<file path="src/rtl/hw_accel_frame_ctrl.sv">
`default_nettype none
// ============================================================================
// Module   : hw_accel_frame_ctrl
// Purpose  : Frame sequencer in front of hw_accel. On start it flushes the
//            accelerator, aligns to the next source SOF, forwards exactly one
//            frame of pixels, then counts packed output words until the frame
//            is complete. Reports done, sticky errors and counts.
// Ports    : clk/rst                 clock, async active-high reset
//            start/abort             CPU command inputs
//            src_pixel/valid/sof     camera pixel stream
//            accel_rst               flush to hw_accel (also high during rst)
//            accel_pixel/valid       registered pixel stream to hw_accel
//            accel_out_valid         hw_accel packed-word strobe
//            busy/done               status
//            err_short/timeout/extra sticky error flags
//            in_count/out_count      per-frame pixel / word counts
// Revision : 1.0 - initial release
// ============================================================================
module hw_accel_frame_ctrl #(
  parameter int DATA_WIDTH    = 32,
  parameter int FRAME_WIDTH   = 540,
  parameter int FRAME_HEIGHT  = 540,
  parameter int OUT_WORDS     = 6912,
  parameter int DRAIN_TIMEOUT = 65535,
  localparam int TOTAL_PIX    = FRAME_WIDTH * FRAME_HEIGHT,
  localparam int IN_W         = $clog2(TOTAL_PIX + 1),
  localparam int OUT_W        = $clog2(OUT_WORDS + 1)
) (
  input  logic                  clk,
  input  logic                  rst,
  input  logic                  start,
  input  logic                  abort,
  input  logic [DATA_WIDTH-1:0] src_pixel,
  input  logic                  src_valid,
  input  logic                  src_sof,
  output logic                  accel_rst,
  output logic [DATA_WIDTH-1:0] accel_pixel,
  output logic                  accel_valid,
  input  logic                  accel_out_valid,
  output logic                  busy,
  output logic                  done,
  output logic                  err_short,
  output logic                  err_timeout,
  output logic                  err_extra,
  output logic [IN_W-1:0]       in_count,
  output logic [OUT_W-1:0]      out_count
);

  localparam int DRAIN_W = $clog2(DRAIN_TIMEOUT + 1);

  typedef enum logic [2:0] {
    S_IDLE     = 3'd0,
    S_FLUSH    = 3'd1,
    S_WAIT_SOF = 3'd2,
    S_STREAM   = 3'd3,
    S_DRAIN    = 3'd4,
    S_DONE     = 3'd5
  } state_t;

  state_t                  state_q, state_d;
  logic                    flush_cnt_q, flush_cnt_d;
  logic [DRAIN_W-1:0]      drain_cnt_q, drain_cnt_d;
  logic [IN_W-1:0]         in_count_q, in_count_d;
  logic [OUT_W-1:0]        out_count_q, out_count_d;
  logic [DATA_WIDTH-1:0]   accel_pixel_q, accel_pixel_d;
  logic                    accel_valid_q, accel_valid_d;
  logic                    accel_rst_q, accel_rst_d;
  logic                    done_q, done_d;
  logic                    busy_q, busy_d;
  logic                    err_short_q, err_short_d;
  logic                    err_timeout_q, err_timeout_d;
  logic                    err_extra_q, err_extra_d;
  logic                    abort_take;

  always_comb begin
    state_d       = state_q;
    flush_cnt_d   = 1'b0;
    drain_cnt_d   = '0;
    in_count_d    = in_count_q;
    out_count_d   = out_count_q;
    accel_pixel_d = accel_pixel_q;
    accel_valid_d = 1'b0;
    err_short_d   = err_short_q;
    err_timeout_d = err_timeout_q;
    err_extra_d   = err_extra_q;
    abort_take    = abort && (state_q != S_IDLE);

    // Output-word accounting runs ahead of the state case so that a start in
    // IDLE can still clear the flags it may have just set.
    if (accel_out_valid) begin
      if ((state_q == S_STREAM) || (state_q == S_DRAIN) || (state_q == S_DONE)) begin
        if (out_count_q == OUT_W'(OUT_WORDS)) begin
          err_extra_d = 1'b1;
        end else begin
          out_count_d = out_count_q + OUT_W'(1);
        end
      end else begin
        err_extra_d = 1'b1;
      end
    end

    case (state_q)
      S_IDLE: begin
        if (start && !abort) begin
          state_d       = S_FLUSH;
          err_short_d   = 1'b0;
          err_timeout_d = 1'b0;
          err_extra_d   = 1'b0;
          in_count_d    = '0;
          out_count_d   = '0;
        end
      end
      S_FLUSH: begin
        flush_cnt_d = 1'b1;
        if (flush_cnt_q) begin
          state_d = S_WAIT_SOF;
        end
      end
      S_WAIT_SOF: begin
        if (src_valid && src_sof) begin
          accel_valid_d = 1'b1;
          accel_pixel_d = src_pixel;
          in_count_d    = IN_W'(1);
          state_d       = (TOTAL_PIX == 1) ? S_DRAIN : S_STREAM;
        end
      end
      S_STREAM: begin
        if (src_valid && src_sof) begin
          // Early SOF: the frame was short; drop this pixel and realign.
          err_short_d = 1'b1;
          state_d     = S_FLUSH;
        end else if (src_valid) begin
          accel_valid_d = 1'b1;
          accel_pixel_d = src_pixel;
          in_count_d    = in_count_q + IN_W'(1);
          if (in_count_q == IN_W'(TOTAL_PIX - 1)) begin
            state_d = S_DRAIN;
          end
        end
      end
      S_DRAIN: begin
        drain_cnt_d = drain_cnt_q + DRAIN_W'(1);
        if (out_count_q == OUT_W'(OUT_WORDS)) begin
          state_d = S_DONE;
        end else if (drain_cnt_q == DRAIN_W'(DRAIN_TIMEOUT - 1)) begin
          err_timeout_d = 1'b1;
          state_d       = S_DONE;
        end
      end
      S_DONE: begin
        state_d = S_IDLE;
      end
      default: begin
        state_d = S_IDLE;
      end
    endcase

    // Abort wins over everything: no pixel goes out and the count stays put.
    if (abort_take) begin
      state_d       = S_IDLE;
      accel_valid_d = 1'b0;
      accel_pixel_d = accel_pixel_q;
      in_count_d    = in_count_q;
    end

    accel_rst_d = (state_d == S_FLUSH) || abort_take;
    done_d      = (state_d == S_DONE);
    busy_d      = (state_d != S_IDLE);
  end

  always_ff @(posedge clk or posedge rst) begin
    if (rst) begin
      state_q       <= S_IDLE;
      flush_cnt_q   <= 1'b0;
      drain_cnt_q   <= '0;
      in_count_q    <= '0;
      out_count_q   <= '0;
      accel_pixel_q <= '0;
      accel_valid_q <= 1'b0;
      accel_rst_q   <= 1'b0;
      done_q        <= 1'b0;
      busy_q        <= 1'b0;
      err_short_q   <= 1'b0;
      err_timeout_q <= 1'b0;
      err_extra_q   <= 1'b0;
    end else begin
      state_q       <= state_d;
      flush_cnt_q   <= flush_cnt_d;
      drain_cnt_q   <= drain_cnt_d;
      in_count_q    <= in_count_d;
      out_count_q   <= out_count_d;
      accel_pixel_q <= accel_pixel_d;
      accel_valid_q <= accel_valid_d;
      accel_rst_q   <= accel_rst_d;
      done_q        <= done_d;
      busy_q        <= busy_d;
      err_short_q   <= err_short_d;
      err_timeout_q <= err_timeout_d;
      err_extra_q   <= err_extra_d;
    end
  end

  // The flush must reach hw_accel while rst is held, before any clock edge.
  assign accel_rst   = rst | accel_rst_q;
  assign accel_pixel = accel_pixel_q;
  assign accel_valid = accel_valid_q;
  assign busy        = busy_q;
  assign done        = done_q;
  assign err_short   = err_short_q;
  assign err_timeout = err_timeout_q;
  assign err_extra   = err_extra_q;
  assign in_count    = in_count_q;
  assign out_count   = out_count_q;

endmodule
`default_nettype wire

</file>
<file path="config.mk">
export PLATFORM = sky130hd
export DESIGN_NAME = hw_accel_frame_ctrl
export DESIGN_NICKNAME = d
export VERILOG_FILES = /design/src/rtl/hw_accel_frame_ctrl.sv
export SDC_FILE = /design/constraint.sdc
export NUM_CORES = 1
export LEC_CHECK = 0
export BUFFER_PORTS_ARGS = -buffer_cell sky130_fd_sc_hd__buf_2
export CORE_ASPECT_RATIO = 0.5
export CORE_MARGIN = 2
export CORE_UTILIZATION = 57
export DETAILED_ROUTE_END_ITERATION = 12
export GPL_TIMING_DRIVEN = 0
export MAX_ROUTING_LAYER = met4
export PLACE_DENSITY = 0.85
export SETUP_SLACK_MARGIN = 0.02
export SYNTH_ARGS = -nofsm -noshare
export SYNTH_HDL_FRONTEND = slang
export SYNTH_SLANG_ARGS = --single-unit
</file>
<file path="constraint.sdc">
create_clock -name clk -period 4.6 [get_ports clk]
set_clock_uncertainty 0.1 [all_clocks]
set_input_delay 0.23 -clock clk [delete_from_list [all_inputs] [get_ports clk]]
set_output_delay 0.23 -clock clk [all_outputs]
set_load 0.005 [all_outputs]
</file>
==> results by group <==
Floorplan
  – Die W: 128 um
  – Initial core utilization: 59.4%
  – Die ar.: 8450 um^2
  – IO Count: 110
  – # rows: 22
  – DIE HEIGHT: 66.0 um
  – Core area: 7380 um^2

Placement
  – Pre-CTS setup slack: 2.36 ns
  – I/O Buffers: 109
  – Detailed placement HPWL: 6970 um
  – Final GP Congestion: 0.869

Clock network
  – Worst-case clock buffer depth: 2
  – Post CTS Setup Buffer Count: 0
  – H-tree Lvls: 3
  – CTS tree: built
  – Reg clk slew, reported paths: 0.07 ns
  – CTS Buf Count: 9
  – Root Driver: clkbuf_16
  – Clock Sinks: 91
  – Worst-skew pair later-pin latency: 0.35 ns

Critical path
  – Crit-path max FO: 10
  – Worst Setup Path Type: register to register
  – Element type at the critical path end: register
  – Crit path DAT: 2.40 ns
  – CP Launch Type: register
  – R2R setup slack: 2.31 ns
  – Worst Path Required: 4.71 ns

Run status
  – Status: complete, no violations

Job
  – Max-Cap Viols: 0

STA
  – Final hold violations: 0
  – RSZ-0062 raised after global routing: no
  – Peak Freq: 436 MHz
  – Period utilization: 49.8%
  – Slew of the pin with the lowest slew margin: 0.607 ns
  – Slew Limit Fails: 0
  – Setup TNS: 0 ns
  – WHS: 0.0209 ns
  – Final setup viols: 0
  – Rel. slew slack: 59.0%
  – Final Critical Period: 2.29 ns
  – Final worst slack: 2.31 ns

Power
  – VDD IR-drop max: 0.293 mV
  – Switching share of power: 31.2%
  – Total design power: 0.00239 W
  – Power Dens Cells: 418 nW/um^2
  – P_sw: 0.000744 W
  – Logic pwr share: 23.2%
  – Reg power frac: 44.6%
  – Clock share of power: 32.2%
  – Pleak: 2.86 nW
  – Pint: 0.00164 W

Finish
  – Antenna diodes: 0
  – Layout Nets: 681
  – Most common cell after layout, fill and taps aside: nand2_1
  – Synth-to-Final Area Change: 30.2%
  – Filler cell count: 484
  – Share of cells above drive strength 1: 22.6%
  – Final core utilization: 77.4%
  – Most frequent cells in the layout: nand2_1 (127), buf_2 (116), dfrtp_1 (91), nor2_1 (49), dlygate4sd3_1 (32)

Global route
  – Pin count of the biggest net entering global routing: 62
  – Vias in the first global route: 3,989
  – Initial antenna violation count: 0
  – Global-route wire length before repair: 19,200 um
  – All-layer global routing usage: 30.3%
  – Grt total ovfl: 0

Logic synthesis
  – Async SR Flop Fraction: 100%
  – Average cell area after synthesis: 9.06 um^2
  – EDFF count, synth: 0
  – Mapped Nets: 528
  – Register area share after synthesis: 51.9%
  – Synth cell types: 54
  – Post-synthesis cell count: 484
  – Register bit total from synthesis: 91
  – Syn Std Cell Area: 4380 um^2
  – Synthesis Warnings: 0
  – Post-synth top flop: dfrtp_1

Route
  – Total routed wirelength: 11,600 um
  – DR vias/cell: 5.54
  – Initial DRC Count: 476
  – Routed Antenna Nets: 0
  – Drc violations: 0
  – DR pass1 iterations: 5
  – Wirelength per Cell: 15.7 um
  – Routed via count: 4,092

Min path
  – Hold/Removal Path Class: input pin to register
[final cells by class]
class                           count  area, um^2  area share (%)
Inverter                           10        40.0           0.701
Clock buffer                        9         225            3.95
Tap cell                           96         120            2.10
Sequential cell                    91        2280            39.9
Timing Repair Buffer              142         893            15.7
Buffer                             22         103            1.80
Multi-Input combinational cell    361        1970            34.5
Clock inverter                      7        82.6            1.45
[critical path, cell delays in order, from the launching register on]
cell,delay [ns]
dfrtp_1,0.38
buf_2,0.18
nor2_1,0.43
and3_1,0.24
clkbuf_1,0.29
clkbuf_1,0.42
nor2_1,0.11
[final timing paths]
path                                        startpoint                     endpoint  cells past startpoint
min reg2reg                accel_pixel[11]$_DFFE_PP0P_  accel_pixel[11]$_DFFE_PP0P_                      2
max in group asynchronous                          rst   accel_pixel[4]$_DFFE_PP0P_                      4
min                                      src_pixel[21]  accel_pixel[21]$_DFFE_PP0P_                      3
max reg2reg                       state_q[2]$_DFF_PP0_       out_count[5]$_DFF_PP0_                      6
max                               state_q[2]$_DFF_PP0_       out_count[5]$_DFF_PP0_                      6
min in group asynchronous                          rst         state_q[2]$_DFF_PP0_                      3
[sequential cells by signal, indices dropped and copies added, names as in the netlist, 3 cells and up]
signal       flops
drain_cnt_q     16
in_count        19
state_q          3
out_count       13
accel_pixel     32
[timing repair]
action	CTS	global route
gates resized for setup	0	0
hold endpoints to repair	61	0
hold buffers	32	0
[per-stage QoR]
stage,cell area [um^2],std cells
after CTS,5710,738
after detailed placement,5080,690
after global routing,5710,738
after global placement,5050,689
final,5710,738
after floorplan,4380,484
[cell usage after synthesis, types with 4 or more instances]
cell type,number,area [um^2]
a21oi_1,9,45.0
nor3_1,7,35.0
ha_1,5,62.6
o21ai_0,20,100
nor2_1,49,184
nand3_1,22,110
dfrtp_1,91,2280
and3_1,11,68.8
inv_1,10,37.5
o31ai_1,11,82.6
clkbuf_1,13,48.8
xnor2_1,12,105
buf_2,7,35.0
nand2b_1,7,43.8
nand2_1,127,477
and2_1,6,37.5
a31oi_1,4,25.0
xor2_1,15,131
nor4_1,5,31.3
nand4_1,8,50.1
[power by group through the flow]
| stage | Clock [W] | Sequential (W) | Combinational (W) |
|---|---|---|---|
| 6_report | 0.000769 | 0.00106 | 0.000553 |
| 2_1_floorplan | 0 | 0.00107 | 0.000260 |
| 3_5_place_dp | 0 | 0.00106 | 0.000516 |
| 3_3_place_gp | 0 | 0.00106 | 0.000488 |
| 5_1_grt | 0.000819 | 0.00108 | 0.000615 |
| 4_1_cts | 0.000781 | 0.00106 | 0.000537 |
[cell families (layout without fill, tap and decap cells)]
| kind of cell | after synthesis | count (layout) | synth area share [%] |
|---|---|---|---|
| AND/OR/NAND/NOR | 266 | 266 | 28.6 |
| adder cells (fa/ha/maj) | 5 | 5 | 1.43 |
| multiplexers | 1 | 1 | 0.228 |
| buffers and inverters | 32 | 190 | 3.20 |
| AO/OA/AOI/OAI | 62 | 62 | 9.19 |
| XOR/XNOR | 27 | 27 | 5.39 |
| flip-flops | 91 | 91 | 51.9 |
[per-layer routing]
layer	up-vias	share of wire, %	GRT usage, %
met1	1947	42	37.0
met5	-	0	-
met2	166	49	49.3
met3	28	6.8	7.61
met4	0	2.1	12.2
li1	1951	-	-
No activity file was read; power rests on OpenSTA's default activity.
